## config.mk

```make
export PLATFORM = sky130hd
export DESIGN_NAME = pipelined_control_unit
export DESIGN_NICKNAME = d
export VERILOG_FILES = /design/src/rtl/pipelined_control_unit.sv
export SDC_FILE = /design/constraint.sdc
export NUM_CORES = 1
export LEC_CHECK = 0
export CAP_MARGIN = 30
export CORE_ASPECT_RATIO = 0.9
export CORE_MARGIN = 2
export CORE_UTILIZATION = 40
export DETAILED_ROUTE_END_ITERATION = 6
export DONT_BUFFER_PORTS = 1
export MAX_ROUTING_LAYER = met4
export SLEW_MARGIN = 10
export SYNTH_ARGS = -nofsm -noshare
export SYNTH_HDL_FRONTEND = slang
export SYNTH_SLANG_ARGS = --single-unit
```

## constraint.sdc

```tcl
create_clock -name clk -period 1.5 [get_ports clk]
set_input_delay 0.075 -clock clk [delete_from_list [all_inputs] [get_ports clk]]
set_output_delay 0.075 -clock clk [all_outputs]
set_load 0.02 [all_outputs]
```

## src/rtl/pipelined_control_unit.sv

```systemverilog
`default_nettype none
// ============================================================================
// Module      : pipelined_control_unit
// Description : RV32I main control with ID/EX, EX/MEM, MEM/WB control staging,
//               load-use stall/bubble and taken-branch flush handling.
// Revision    : 1.0 - initial release
// ============================================================================
module pipelined_control_unit #(
    parameter int REG_ADDR_W  = 5,
    parameter int ALUOP_W     = 2,
    parameter int EXT_OPCODES = 1
) (
    input  logic                  clk,
    input  logic                  reset,
    input  logic [6:0]            opcode,
    input  logic [REG_ADDR_W-1:0] id_rs1,
    input  logic [REG_ADDR_W-1:0] id_rs2,
    input  logic [REG_ADDR_W-1:0] id_rd,
    input  logic                  branch_taken_ex,
    output logic                  pc_write,
    output logic                  if_id_write,
    output logic                  if_id_flush,
    output logic                  ex_ALUSrc,
    output logic                  ex_ASrcPC,
    output logic                  ex_Branch,
    output logic                  ex_Jump,
    output logic [ALUOP_W-1:0]    ex_ALUOp,
    output logic [REG_ADDR_W-1:0] ex_rd,
    output logic                  mem_MemRead,
    output logic                  mem_MemWrite,
    output logic [REG_ADDR_W-1:0] mem_rd,
    output logic                  wb_RegWrite,
    output logic                  wb_MemToReg,
    output logic                  wb_Link,
    output logic [REG_ADDR_W-1:0] wb_rd,
    output logic                  illegal_instr
);

    localparam logic [6:0] C_OP_R      = 7'b0110011;
    localparam logic [6:0] C_OP_I_ALU  = 7'b0010011;
    localparam logic [6:0] C_OP_LOAD   = 7'b0000011;
    localparam logic [6:0] C_OP_STORE  = 7'b0100011;
    localparam logic [6:0] C_OP_BRANCH = 7'b1100011;
    localparam logic [6:0] C_OP_JAL    = 7'b1101111;
    localparam logic [6:0] C_OP_JALR   = 7'b1100111;
    localparam logic [6:0] C_OP_LUI    = 7'b0110111;
    localparam logic [6:0] C_OP_AUIPC  = 7'b0010111;

    localparam logic C_EXT_EN = (EXT_OPCODES != 0);

    typedef struct packed {
        logic                  reg_write;
        logic                  mem_read;
        logic                  mem_write;
        logic                  branch;
        logic                  jump;
        logic                  alu_src;
        logic                  a_src_pc;
        logic                  mem_to_reg;
        logic                  link;
        logic                  illegal;
        logic [ALUOP_W-1:0]    alu_op;
        logic [REG_ADDR_W-1:0] rd;
    } idex_t;

    typedef struct packed {
        logic                  reg_write;
        logic                  mem_read;
        logic                  mem_write;
        logic                  mem_to_reg;
        logic                  link;
        logic                  illegal;
        logic [REG_ADDR_W-1:0] rd;
    } exmem_t;

    typedef struct packed {
        logic                  reg_write;
        logic                  mem_to_reg;
        logic                  link;
        logic                  illegal;
        logic [REG_ADDR_W-1:0] rd;
    } memwb_t;

    idex_t  w_dec;
    logic   w_uses_rs1;
    logic   w_uses_rs2;
    logic   w_hazard;
    logic   w_bubble;

    idex_t  idex_d,  idex_q;
    exmem_t exmem_d, exmem_q;
    memwb_t memwb_d, memwb_q;

    // ------------------------------------------------------------------------
    // ID decode: control word plus source-register usage flags
    // ------------------------------------------------------------------------
    always_comb begin
        w_dec      = '0;
        w_uses_rs1 = 1'b0;
        w_uses_rs2 = 1'b0;
        w_dec.rd   = id_rd;
        unique case (opcode)
            C_OP_R: begin
                w_dec.reg_write   = 1'b1;
                w_dec.alu_op[1:0] = 2'b10;
                w_uses_rs1        = 1'b1;
                w_uses_rs2        = 1'b1;
            end
            C_OP_I_ALU: begin
                w_dec.reg_write   = 1'b1;
                w_dec.alu_src     = 1'b1;
                w_dec.alu_op[1:0] = 2'b10;
                w_uses_rs1        = 1'b1;
            end
            C_OP_LOAD: begin
                w_dec.reg_write  = 1'b1;
                w_dec.mem_read   = 1'b1;
                w_dec.alu_src    = 1'b1;
                w_dec.mem_to_reg = 1'b1;
                w_uses_rs1       = 1'b1;
            end
            C_OP_STORE: begin
                w_dec.mem_write = 1'b1;
                w_dec.alu_src   = 1'b1;
                w_uses_rs1      = 1'b1;
                w_uses_rs2      = 1'b1;
            end
            C_OP_BRANCH: begin
                w_dec.branch      = 1'b1;
                w_dec.alu_op[1:0] = 2'b01;
                w_uses_rs1        = 1'b1;
                w_uses_rs2        = 1'b1;
            end
            C_OP_JAL: begin
                if (C_EXT_EN) begin
                    w_dec.reg_write = 1'b1;
                    w_dec.jump      = 1'b1;
                    w_dec.a_src_pc  = 1'b1;
                    w_dec.link      = 1'b1;
                end else begin
                    w_dec.illegal = 1'b1;
                end
            end
            C_OP_JALR: begin
                if (C_EXT_EN) begin
                    w_dec.reg_write = 1'b1;
                    w_dec.jump      = 1'b1;
                    w_dec.alu_src   = 1'b1;
                    w_dec.link      = 1'b1;
                    w_uses_rs1      = 1'b1;
                end else begin
                    w_dec.illegal = 1'b1;
                end
            end
            C_OP_LUI: begin
                if (C_EXT_EN) begin
                    w_dec.reg_write   = 1'b1;
                    w_dec.alu_src     = 1'b1;
                    w_dec.alu_op[1:0] = 2'b11;
                end else begin
                    w_dec.illegal = 1'b1;
                end
            end
            C_OP_AUIPC: begin
                if (C_EXT_EN) begin
                    w_dec.reg_write = 1'b1;
                    w_dec.alu_src   = 1'b1;
                    w_dec.a_src_pc  = 1'b1;
                end else begin
                    w_dec.illegal = 1'b1;
                end
            end
            default: begin
                w_dec.illegal = 1'b1;
            end
        endcase
    end

    // ------------------------------------------------------------------------
    // Hazard / flush control
    // ------------------------------------------------------------------------
    always_comb begin
        w_hazard = idex_q.mem_read && (idex_q.rd != '0) &&
                   ((w_uses_rs1 && (id_rs1 == idex_q.rd)) ||
                    (w_uses_rs2 && (id_rs2 == idex_q.rd)));
        w_bubble = branch_taken_ex || w_hazard;
        // A flush overrides the stall: the stalled ID instruction is discarded anyway.
        pc_write    = branch_taken_ex || !w_hazard;
        if_id_write = branch_taken_ex || !w_hazard;
        if_id_flush = branch_taken_ex;
    end

    // ------------------------------------------------------------------------
    // Stage next-state
    // ------------------------------------------------------------------------
    always_comb begin
        idex_d = w_bubble ? idex_t'('0) : w_dec;

        exmem_d            = '0;
        exmem_d.reg_write  = idex_q.reg_write;
        exmem_d.mem_read   = idex_q.mem_read;
        exmem_d.mem_write  = idex_q.mem_write;
        exmem_d.mem_to_reg = idex_q.mem_to_reg;
        exmem_d.link       = idex_q.link;
        exmem_d.illegal    = idex_q.illegal;
        exmem_d.rd         = idex_q.rd;

        memwb_d            = '0;
        memwb_d.reg_write  = exmem_q.reg_write;
        memwb_d.mem_to_reg = exmem_q.mem_to_reg;
        memwb_d.link       = exmem_q.link;
        memwb_d.illegal    = exmem_q.illegal;
        memwb_d.rd         = exmem_q.rd;
    end

    always_ff @(posedge clk) begin
        if (!reset) begin
            idex_q  <= '0;
            exmem_q <= '0;
            memwb_q <= '0;
        end else begin
            idex_q  <= idex_d;
            exmem_q <= exmem_d;
            memwb_q <= memwb_d;
        end
    end

    // ------------------------------------------------------------------------
    // Staged outputs
    // ------------------------------------------------------------------------
    assign ex_ALUSrc     = idex_q.alu_src;
    assign ex_ASrcPC     = idex_q.a_src_pc;
    assign ex_Branch     = idex_q.branch;
    assign ex_Jump       = idex_q.jump;
    assign ex_ALUOp      = idex_q.alu_op;
    assign ex_rd         = idex_q.rd;
    assign mem_MemRead   = exmem_q.mem_read;
    assign mem_MemWrite  = exmem_q.mem_write;
    assign mem_rd        = exmem_q.rd;
    assign wb_RegWrite   = memwb_q.reg_write;
    assign wb_MemToReg   = memwb_q.mem_to_reg;
    assign wb_Link       = memwb_q.link;
    assign wb_rd         = memwb_q.rd;
    assign illegal_instr = memwb_q.illegal;

endmodule
`default_nettype wire

```

# Yosys cells after proc, flatten, opt, wreduce, memory -nomap -nowiden
# Index checks and enable logic that the tools add are counted.
[totals] rom_bits=0 inputBits=25 n_memories=0 reg_bits=34 ramBits=0 out_inout_bits=30 latch_bits=0 wordCells=62
[op_classes] n_lt_le_gt_ge=0 div=0 n_reduce_logical=18 shift=0 n_bitwise=1 n_eq_ne=11 add_sub_neg=0 n_mul=0 muxes=11
[ops] operator="7-bit by 6-bit == test with 1-bit output (second input constant)" n=3
[ops] operator="7-bit == test (second input constant)" n=3
[ops] operator="7-bit by 5-bit == test with 1-bit output (second input constant)" n=2
[ops] operator="6-bit OR reduction" n=2
[ops] operator="5-bit == test" n=2
[ops] operator="1-bit 2-to-1 mux" n=10
[ops] operator="9-bit OR reduction" n=1
[ops] operator="2-bit OR reduction" n=4
[ops] operator="7-bit by 2-bit == test with 1-bit output (second input constant)" n=1
[ops] operator="7-bit OR reduction" n=1
[ops] operator="2-bit one-hot mux with 3 select lines" n=1
[ops] operator="5-bit nonzero test" n=1
[ops] operator="1-bit logical AND" n=4
[ops] operator="1-bit logical OR" n=3
[ops] operator="3-bit OR reduction" n=1
[ops] operator="1-bit logical NOT" n=1
[ops] operator="1-bit NOT" n=1

# Logic depth before layout (Yosys ltp)
# Gate-level depths: netlist (run 1).
[depth] word_depth=8 depth_mapped=6 depth_no_buf=4

# Worst setup path before layout (run 1)
# OpenSTA, ideal clock, no wires.
[synth_timing] path_kind="register to output" startpoint="register idex_q, in the netlist ex_rd[1]" endpoint="output pc_write" path_slack_ns=-0.189 path_stages_with_launch=6 arrival_time_ns=1.614 required_ns=1.425 cell_sequence="dfxtp_1 -> or4_4 -> o21ai_4 -> nor2_1 -> o21ai_1 -> buf_4"
[synth_between] elab_chain_len=6 elab_cells_between_ends=10
[synth_lines] element="from (decl)" line="90" text="idex_t idex_d, idex_q;"
[synth_lines] element="from (signal assigned)" line="222" text="idex_q <= idex_d;"
[synth_lines] element="5-bit == test, on equally long branches" line="184, 185"
[synth_lines] element="1-bit logical AND, on equally long branches" line="184, 185"
[synth_lines] element="1-bit logical OR" line="184" text="((w_uses_rs1 && (id_rs1 == idex_q.rd)) ||"
[synth_lines] element="1-bit logical AND (*)" line="183" text="w_hazard = idex_q.mem_read && (idex_q.rd != '0) &&"
[synth_lines] element="1-bit logical NOT (*)"
[synth_lines] element="1-bit logical OR (*)"
[synth_lines] element="to (decl)" line="20" text="output logic pc_write,"
# Every way passes the cells marked *; elsewhere a longest branch is shown, timed or not.

# Worst setup path in the final report (run 1)
[layout_timing] startpoint="register idex_q, in the netlist ex_rd[4]" endpoint="register idex_q, in the netlist ex_ALUOp[0]"
[layout_between] elab_chain_len=6 elab_cells_between_ends=10
[layout_lines] element="5-bit == test, on equally long branches" line="184, 185"
[layout_lines] element="1-bit logical AND, on equally long branches" line="184, 185"
[layout_lines] element="1-bit logical OR" line="184"
[layout_lines] element="1-bit logical AND (*)" line="183"
[layout_lines] element="1-bit logical OR (*)" line="186" text="w_bubble = branch_taken_ex || w_hazard;"
[layout_lines] element="2-bit OR reduction (no source line) (*)"
# Marked as above.
# A chain may end at the register's enable or synchronous reset.

==> metrics.csv, run 1 <==
stage,metric,value,unit
die,total die area,0.004070,mm²
route,WL per Instance,16.06,µm
sta,RSZ-0062 raised after global routing,yes,
die,initial core utilization,42.02,%
global_routing,first-pass GRT wire length,5092,µm
synth,sequential area share after synthesis,47.59,%
finish,"Core Util, Final",55.37,%
clock_network,CTS Buf Count,5,
status,failing checks,negative setup slack,
global_routing,remaining global-route overflow,0,
placed_design,IO buf count,0,
power_and_ir_drop,Power Density,924.6,mW/mm²
sta,Least-Margin Pin Slew,0.4832,ns
clock_network,TritonCTS clock tree,done,
die,Ports,55,
sta,period utilisation layout,115.6,%
sta,Slew headroom,67.68,%
power_and_ir_drop,internal power,1.322,mW
synth,top cell type by total area after synthesis,dfxtp_1,
route,routed wire length,3325,µm
power_and_ir_drop,Switching Fraction,24.14,%
setup_path,element type at the critical path end,flip-flop,
power_and_ir_drop,Clk pwr share,35.8,%
placed_design,hpwl dp,2190,µm
placed_design,GPL Wtd Cong,0.8025,
clock_network,# H-tree levels,2,
sta,Final setup viols,15,
placed_design,placed instance area,0.001473,mm²
clock_network,"Clk pin slew, worst setup/hold paths",0.07,ns
synth,Syn. warnings,0,
finish,Layout area overhead,31.76,%
job,max cap viols,0,
clock_network,Worst-Skew Late Latency,0.29,ns
die,core area,0.003403,mm²
finish,layout cells sized above 1,31.90,%
route,DR pass1 iterations,4,
sta,final hold vios,0,
synth,mapped cell area,0.001430,mm²
clock_network,clock root buffer,clkbuf_8,
route,met2 wire length,1641,µm
finish,Nets,188,
synth,Mean Syn Cell Area,10.14,µm²
setup_path,required time of the critical path,1.70,ns
route,vias post-DR,1107,
synth,Post-Syn Instances,141,
finish,number of diodes,0,
sta,setup ws final,-0.2347,ns
power_and_ir_drop,Sequential Power Share,53.8,%
synth,library cells used by synthesis,35,
clock_network,clock tree buffer depth,2,
power_and_ir_drop,Final Total Pwr,1.742,mW
sta,fin. max-slew vios,0,
placed_design,pre-CTS setup slack,-0.2543,ns
synth,Post-synth EDFFs,0,
status,run status,"finished, violations left",
synth,main area contributors after synthesis,"dfxtp_1 (48%), and2_1 (7.9%), buf_4 (6.3%)",
global_routing,largest net degree at the start of global routing,20,
power_and_ir_drop,Pleak,0.6979,nW
global_routing,number of global-route vias before repair,1053,
route,residual DRC count,0,
die,chip width,67.03,µm
power_and_ir_drop,Gate power share,10.4,%
sta,TNS Setup,-2.956,ns
finish,final instance area,0.001884,mm²
clock_network,clk sink count,34,
route,met1 WL,1274,µm
route,via/cell ratio,5.348,
route,Final ANT Viol Nets,0,
setup_path,max incr delay on CP,0.54,ns
setup_path,CP Cell Sequence,or4_4 > o21ai_4 > buf_12 > o31ai_4 > buf_6 > nor4_4,
route,DR iter-0 viols,44,
setup_path,crit path max fanout,5,
power_and_ir_drop,Psw,420.6,µW
setup_path,Startpoint Class,flip-flop,
finish,most frequent cells in the layout,"dfxtp_1 (30), and2_1 (18), dlygate4sd3_1 (13), buf_4 (13), xnor2_1 (7)",
synth,synthesized flop and latch total,34,
setup_path,Critical-path top delay cell,or4_4,
finish,fillcell total,303,
die,row count,20,
sta,Max Fclk,0.5765,GHz
route,top layer in use,met4,
hold_path,Hold Path Class,primary input to flip-flop,
setup_path,Setup CP Type,flip-flop to flip-flop,
synth,async set-reset flop share out of synthesis,0,%
global_routing,initial antenna violation count,0,
die,Die Height,60.73,µm
synth,Post-Syn Nets,166,
global_routing,Total GRT Usage,18.24,%
route,met3 wire len,358,µm
synth,share of the synthesized area in the top cell type,47.59,%
power_and_ir_drop,VDD IR max,0.6875,mV
setup_path,WP data arrival,1.93,ns
synth,Post-synth top flop,dfxtp_1,
sta,clk_skew,0.005884,ns
sta,clock period minus worst slack,1.735,ns
finish,"commonest non-fill, non-tap cell in the layout",dfxtp_1,
==> stage by stage <==
step / hold slack, ns / std cells
6_report: 0.01927 / 207
5_1_grt: 0.02261 / 207
3_3_place_gp: 0.1502 / 180
3_5_place_dp: 0.1502 / 180
2_1_floorplan: 0.1805 / 141
4_1_cts: 0.006323 / 203
==> power groups by stage <==
stage	clock network (mW)	registers [mW]	logic (mW)
after CTS	0.645	0.937	0.166
after detailed placement	0	0.958	0.125
after floorplan	0	0.955	0.123
final	0.624	0.937	0.181
after global routing	0.689	0.938	0.195
after global placement	0	0.957	0.123
==> cell families (layout without fill, tap and decap cells) <==
group	after synthesis	after routing	share of synthesized area (%)
AND/OR/NAND/NOR	65	65	29.05
flip-flops	34	34	47.59
buffers and inverters	19	41	8.224
AO/OA/AOI/OAI	13	13	9.012
XOR/XNOR	10	10	6.125
==> final timing paths <==
check / from / end / slack (ns) / cells after the start
max: ex_rd[4] / ex_ALUOp[0] / -0.23 / 6
min: reset / exmem_d[6] / 0.02 / 2
max reg2reg: ex_rd[4] / ex_ALUOp[0] / -0.23 / 6
min reg2reg: exmem_q[6] / wb_Link / 0.43 / 1
==> routing by layer <==
metal / vias up / global-route usage [%]
met5: - / -
met4: 0 / 8.455
li1: 524 / -
met3: 8 / 9.647
met2: 62 / 28.01
met1: 513 / 19.49
==> Yosys cell counts (2+ instances only) <==
master	n
xor2_1	3
nor2_1	5
and3b_1	2
nor4_1	6
and2_1	18
nor2b_1	3
clkbuf_1	4
nand2_1	3
nor3_2	2
o21ai_0	2
nor3_1	6
nand4_1	3
dfxtp_1	34
nor3b_1	7
xnor2_1	7
a22oi_1	2
or4_4	2
buf_4	12
inv_1	2
nand3_1	3
==> flip-flops by register name, indices dropped and copies added, names as in the netlist, 2 cells and up <==
signal	count
ex_rd	5
exmem_d	5
mem_rd	5
wb_rd	5
exmem_q	4
ex_ALUOp	2
==> what timing repair did <==
item | CTS | global route
pin swaps | 5 | 5
hold endpoints to repair | 31 | 0
gates resized for setup | 15 | 11
setup endpoints to repair | 15 | 15
cloned | 0 | 0
setup buffers | 3 | 4
hold buffers | 13 | 0
==> critical path: cells and delay by family (launching register included) <==
family	cells	cell delay, ns
compound gates	2	0.26
simple gates	2	0.78
buf+inv	2	0.29
flops	1	0.32
==> layout make-up <==
| class | count | area (µm²) | area share, % |
|---|---|---|---|
| clock inverter | 2 | 10.01 | 0.5312 |
| clock buffer | 5 | 68.82 | 3.652 |
| tap | 44 | 55.05 | 2.922 |
| inverter | 2 | 7.507 | 0.3984 |
| timing repair buffer | 32 | 304.0 | 16.14 |
| multi-input combinational | 88 | 753.2 | 39.97 |
| sequential | 34 | 685.7 | 36.39 |
Power figures use the tool's default switching activity.
==> inputs of run 2 (changes only) <==
--- a/config.mk
+++ b/config.mk
@@ -12,6 +12,7 @@
 export DETAILED_ROUTE_END_ITERATION = 6
 export DONT_BUFFER_PORTS = 1
 export MAX_ROUTING_LAYER = met4
+export PLACE_DENSITY = 0.53
 export SLEW_MARGIN = 10
 export SYNTH_ARGS = -nofsm -noshare
 export SYNTH_HDL_FRONTEND = slang
==> run 2 against run 1 <==
  * The flow still finishes with violations (negative setup slack)
  * Maximum frequency grew 0.23%
  * Combinational power grew 6%
  * Utilization grew 0.37 points
  * Highest routed layer unchanged
==> metrics.csv, run 2 (synthesis gave the netlist of run 1 again) <==
stage,metric,value,unit,change
placed_design,hpwl dp,2113,µm,-3.5%
clock_network,# H-tree levels,2,,unchanged
route,residual DRC count,0,,unchanged
sta,Max Fclk,0.5778,GHz,+0.23%
die,Die Height,60.73,µm,unchanged
sta,TNS Setup,-3.117,ns,-0.1602 ns
clock_network,clk sink count,34,,unchanged
route,vias post-DR,1075,,-2.9%
sta,RSZ-0062 raised after global routing,yes,,
placed_design,IO buf count,0,,unchanged
sta,final hold vios,0,,unchanged
finish,"commonest non-fill, non-tap cell in the layout",dfxtp_1,,
route,met3 wire len,269,µm,-25%
finish,multi-input logic area,778.2,µm²,+3.3%
die,initial core utilization,42.02,%,unchanged
sta,clock period minus worst slack,1.731,ns,-0.003987 ns
setup_path,WP data arrival,1.66,ns,-0.27 ns
route,Final ANT Viol Nets,0,,unchanged
route,DR pass1 iterations,4,,unchanged
finish,fillcell total,303,,unchanged
finish,number of diodes,0,,unchanged
clock_network,TritonCTS clock tree,done,,
placed_design,pre-CTS setup slack,-0.2240,ns,+0.03028 ns
finish,most frequent cells in the layout,"dfxtp_1 (31), and2_1 (18), buf_4 (13), dlygate4sd3_1 (12), xnor2_1 (6)",,
status,failing checks,negative setup slack,,
finish,flip-flop and latch area,686.9,µm²,+0.18%
finish,final instance area,0.001897,mm²,+0.66%
placed_design,Post-Place Cells,179,,-0.56%
global_routing,number of global-route vias before repair,1050,,-0.28%
clock_network,"Clk pin slew, worst setup/hold paths",0.07,ns,about the same
setup_path,crit path max fanout,3,,-2
sta,period utilisation layout,115.4,%,-0.27 points
die,chip width,67.03,µm,unchanged
job,max cap viols,0,,unchanged
route,routed wire length,3332,µm,+0.21%
setup_path,Setup CP Type,flip-flop to output port,,
sta,fin. max-slew vios,0,,unchanged
global_routing,first-pass GRT wire length,4899,µm,-3.8%
route,top layer in use,met4,,
power_and_ir_drop,Power Density,926.2,mW/mm²,+0.17%
finish,Nets,186,,-1.1%
die,row count,20,,unchanged
route,met1 WL,1342,µm,+5.3%
setup_path,required time of the critical path,1.42,ns,-0.28 ns
die,core area,0.003403,mm²,unchanged
die,total die area,0.004070,mm²,unchanged
route,met2 wire length,1672,µm,+1.9%
finish,layout cells sized above 1,34.16,%,+2.3 points
sta,setup ws final,-0.2307,ns,+0.003987 ns
sta,Least-Margin Pin Slew,0.4364,ns,-0.04677 ns
route,WL per Instance,16.25,µm,+1.2%
setup_path,Startpoint Class,flip-flop,,
placed_design,placed instance area,0.001478,mm²,+0.34%
placed_design,GPL Wtd Cong,0.8039,,+0.17%
sta,clk_skew,0.005576,ns,-0.0003075 ns
sta,Final setup viols,15,,unchanged
global_routing,remaining global-route overflow,0,,unchanged
power_and_ir_drop,VDD IR max,0.4605,mV,-33%
power_and_ir_drop,Pleak,0.6994,nW,+0.21%
global_routing,largest net degree at the start of global routing,20,,unchanged
finish,Layout area overhead,32.63,%,
global_routing,Total GRT Usage,17.37,%,-0.87 points
route,DR iter-0 viols,55,,+25%
die,Ports,55,,unchanged
setup_path,FF-to-FF setup slack,-0.23,ns,about the same
clock_network,clock tree buffer depth,2,,unchanged
finish,Layout Cells excl Fill,205,,-0.97%
clock_network,CTS Buf Count,5,,unchanged
sta,Slew headroom,70.81,%,+3.1 points
global_routing,initial antenna violation count,0,,unchanged
clock_network,clock root buffer,clkbuf_8,,
setup_path,element type at the critical path end,output port,,
clock_network,Worst-Skew Late Latency,0.28,ns,about the same
status,run status,"finished, violations left",,
hold_path,Hold Path Class,primary input to flip-flop,,
route,via/cell ratio,5.244,,-1.9%
run 2: worst paths after layout:
| check | to | cells after the start | startpoint |
|---|---|---|---|
| setup / recovery | if_id_write | 5 | ex_rd[1] |
| hold / removal | exmem_d[7] | 2 | opcode[4] |
| setup reg to reg | exmem_d[7] | 5 | ex_rd[3] |
| hold reg to reg | wb_RegWrite | 1 | exmem_q[10] |
run 2: power by group:
| part | internal [mW] | total [mW] | switching (mW) |
|---|---|---|---|
| Sequential | 0.918 | 0.936 | 0.0177 |
| Combinational | 0.0992 | 0.192 | 0.0933 |
| Clock | 0.311 | 0.628 | 0.317 |
| Total | 1.33 | 1.76 | 0.428 |
run 2: cell type report:
cell class	instances	share of cell area (%)
sequential	34	36.21
multi-input combinational	88	41.03
clock buffer	5	3.628
clock inverter	2	0.5277
tap	44	2.902
inverter	2	0.3958
timing repair buffer	30	15.30
run 2: worst max-delay path, cell delays in order (launching register included):
cell and delay, ns:
dfxtp_2 0.33, or4_4 0.55, o21ai_4 0.20, buf_6 0.13, nor2_4 0.03, o21ai_4 0.13
run 2: routing by layer:
layer,track usage [%],vias to the layer above
li1,-,517
met1,20.14,506
met2,26.87,46
met3,7.050,6
met4,6.997,0
met5,-,-
run 2: stage by stage:
step | hold WS [ns] | util, % | total power, mW
2_1_floorplan | 0.1805 | - | 1.078
3_3_place_gp | 0.1514 | 43.42 | 1.083
3_5_place_dp | 0.1512 | 43.42 | 1.085
4_1_cts | 0.006906 | 53.57 | 1.759
5_1_grt | 0.01380 | 55.74 | 1.844
6_report | 0.02271 | 55.74 | 1.757
run 2: timing repair:
item / in CTS / in global routing
hold buffers: 12 / 0
gates resized for setup: 20 / 10
buffers inserted: 3 / 5
setup endpoints to repair: 15 / 15
cloned: 1 / 0
pin swaps: 7 / 5
hold endpoints to repair: 31 / 0
==> inputs of run 3 (changes only) <==
--- a/config.mk
+++ b/config.mk
@@ -12,7 +12,7 @@
 export DETAILED_ROUTE_END_ITERATION = 6
 export DONT_BUFFER_PORTS = 1
 export MAX_ROUTING_LAYER = met4
-export PLACE_DENSITY = 0.53
+export PLACE_DENSITY = 0.54
 export SLEW_MARGIN = 10
 export SYNTH_ARGS = -nofsm -noshare
 export SYNTH_HDL_FRONTEND = slang
==> run 3 against run 2 <==
  * The flow still finishes with violations (negative setup slack)
  * Utilization increased by 0.85 points
  * Sequential share of layout area decreased by 0.61 points
  * First-iteration DRC count decreased by 22%
  * Via count decreased by 0.65%
  * Sequential cell count unchanged
  * Hold slack improved by 0.0016 ns
  * Register-to-register slack about the same
  * Worst setup slack got worse by 0.0095 ns
  * Wire length increased by 4.2%
  * Clock skew about the same
  * Clock-buffer cell count unchanged
  * Largest cell class unchanged
==> metrics.csv, run 3 (synthesis gave the netlist of run 1 again) <==
stage,metric,value,unit,change
clock_network,"Clk pin slew, worst setup/hold paths",0.07,ns,about the same
power_and_ir_drop,Power Density,915.6,mW/mm²,-1.1%
global_routing,largest net degree at the start of global routing,20,,unchanged
setup_path,r2r endpoint,ex_ALUSrc,,
placed_design,GPL Wtd Cong,0.8106,,+0.83%
clock_network,CTS Buf Count,5,,unchanged
finish,layout cells sized above 1,33.54,%,-0.62 points
clock_network,Worst-Skew Late Latency,0.28,ns,about the same
setup_path,FF-to-FF setup slack,-0.24,ns,about the same
sta,fin. max-slew vios,0,,unchanged
setup_path,Startpoint Class,flip-flop,,
power_and_ir_drop,VDD IR max,0.5166,mV,+12%
setup_path,required time of the critical path,1.69,ns,+0.27 ns
placed_design,hpwl dp,2169,µm,+2.7%
power_and_ir_drop,Final Total Pwr,1.763,mW,+0.36%
sta,final hold vios,0,,unchanged
finish,number of diodes,0,,unchanged
die,core area,0.003403,mm²,unchanged
route,DR iter-0 viols,43,,-22%
global_routing,initial antenna violation count,0,,unchanged
route,residual DRC count,0,,unchanged
clock_network,# H-tree levels,2,,unchanged
setup_path,element type at the critical path end,flip-flop,,
sta,Max Fclk,0.5746,GHz,-0.55%
clock_network,clock root buffer,clkbuf_8,,
global_routing,number of global-route vias before repair,1057,,+0.67%
sta,Least-Margin Pin Slew,0.4677,ns,+0.03128 ns
route,vias post-DR,1068,,-0.65%
global_routing,remaining global-route overflow,0,,unchanged
hold_path,Hold EP,exmem_d[6],,
route,DR pass1 iterations,5,,+1
sta,period utilisation layout,116.0,%,+0.63 points
setup_path,crit path max fanout,10,,+7
route,routed wire length,3473,µm,+4.2%
placed_design,pre-CTS setup slack,-0.2068,ns,+0.01715 ns
die,total die area,0.004070,mm²,unchanged
route,via/cell ratio,5.210,,-0.65%
power_and_ir_drop,Pleak,0.7021,nW,+0.39%
global_routing,first-pass GRT wire length,5154,µm,+5.2%
finish,"Core Util, Final",56.58,%,+0.85 points
route,WL per Instance,16.94,µm,+4.2%
clock_network,clk sink count,34,,unchanged
finish,"commonest non-fill, non-tap cell in the layout",dfxtp_1,,
setup_path,Setup CP Type,flip-flop to flip-flop,,
die,Ports,55,,unchanged
die,row count,20,,unchanged
status,failing checks,negative setup slack,,
setup_path,FF-to-FF path depth,6,,+1
sta,TNS Setup,-2.485,ns,+0.6315 ns
route,Final ANT Viol Nets,0,,unchanged
hold_path,Hold Path Class,primary input to flip-flop,,
die,chip width,67.03,µm,unchanged
hold_path,HP Start,reset,,
job,max cap viols,0,,unchanged
die,initial core utilization,42.02,%,unchanged
setup_path,Reg2Reg Launch Point,ex_rd[4],,
finish,Nets,186,,unchanged
clock_network,TritonCTS clock tree,done,,
status,run status,"finished, violations left",,
finish,Layout area overhead,34.65,%,
hold_path,worst hold path depth,2,,unchanged
sta,RSZ-0062 raised after global routing,yes,,
global_routing,Total GRT Usage,18.28,%,+0.91 points
finish,most frequent cells in the layout,"dfxtp_1 (30), and2_1 (18), dlygate4sd3_1 (13), buf_4 (11)",,
clock_network,clock tree buffer depth,2,,unchanged
sta,Slew headroom,68.72,%,-2.1 points
die,Die Height,60.73,µm,unchanged
sta,clk_skew,0.005141,ns,-0.0004355 ns
placed_design,IO buf count,0,,unchanged
setup_path,WP data arrival,1.93,ns,+0.27 ns
sta,Final setup viols,15,,unchanged
sta,setup ws final,-0.2402,ns,-0.009514 ns
sta,clock period minus worst slack,1.740,ns,+0.009514 ns
[run 3: layer usage]
metal | wire, µm | global-route usage [%]
met1 | 1394 | 19.72
met2 | 1663 | 29.42
met3 | 344 | 8.534
met4 | 71 | 6.997
met5 | 0 | -
[run 3: repair_timing]
action / in CTS / in global routing
pin swaps: 5 / 7
resized for setup: 11 / 22
setup buffers: 3 / 3
hold endpoints to repair: 31 / 0
setup endpoints to repair: 15 / 16
hold buffers: 13 / 0
[run 3: worst max path at each step]
stage	slack [ns]	cells after the start	to	from
2_1_floorplan	-0.07	4	ex_ALUOp[0]	ex_rd[1]
3_3_place_gp	-0.13	5	exmem_d[10]	ex_rd[1]
3_5_place_dp	-0.21	5	ex_ALUOp[1]	ex_rd[1]
4_1_cts	-0.27	5	if_id_write	ex_rd[3]
5_1_grt	-0.29	5	if_id_write	ex_rd[4]
6_report	-0.24	6	ex_ALUSrc	ex_rd[4]
[run 3: critical path: stages, from the launching register on]
cell	delay (ns)
dfxtp_2	0.32
or4_4	0.55
o21ai_4	0.21
buf_6	0.13
nor3_4	0.04
buf_12	0.15
nor4_4	0.24
[run 3: report_power, final]
part           total (mW)  internal, mW  switching (mW)
Clock               0.624         0.311           0.313
Sequential          0.937         0.920          0.0172
Combinational       0.202         0.103          0.0990
[run 3: per-stage QoR]
step,instance area [µm²],hold WS [ns],std cells
6_report,1926,0.02432,205
5_1_grt,1926,0.02523,205
4_1_cts,1782,0.01190,203
3_5_place_dp,1480,0.1512,181
3_3_place_gp,1480,0.1512,181
2_1_floorplan,1438,0.1805,141
[run 3: cell type report]
class / instances / area (µm²)
tap: 44 / 55.05
multi-input combinational: 88 / 809.5
fill: 301 / 1478
clock buffer: 5 / 68.82
timing repair buffer: 30 / 289.0
sequential: 34 / 685.7
clock inverter: 2 / 10.01
inverter: 2 / 7.507
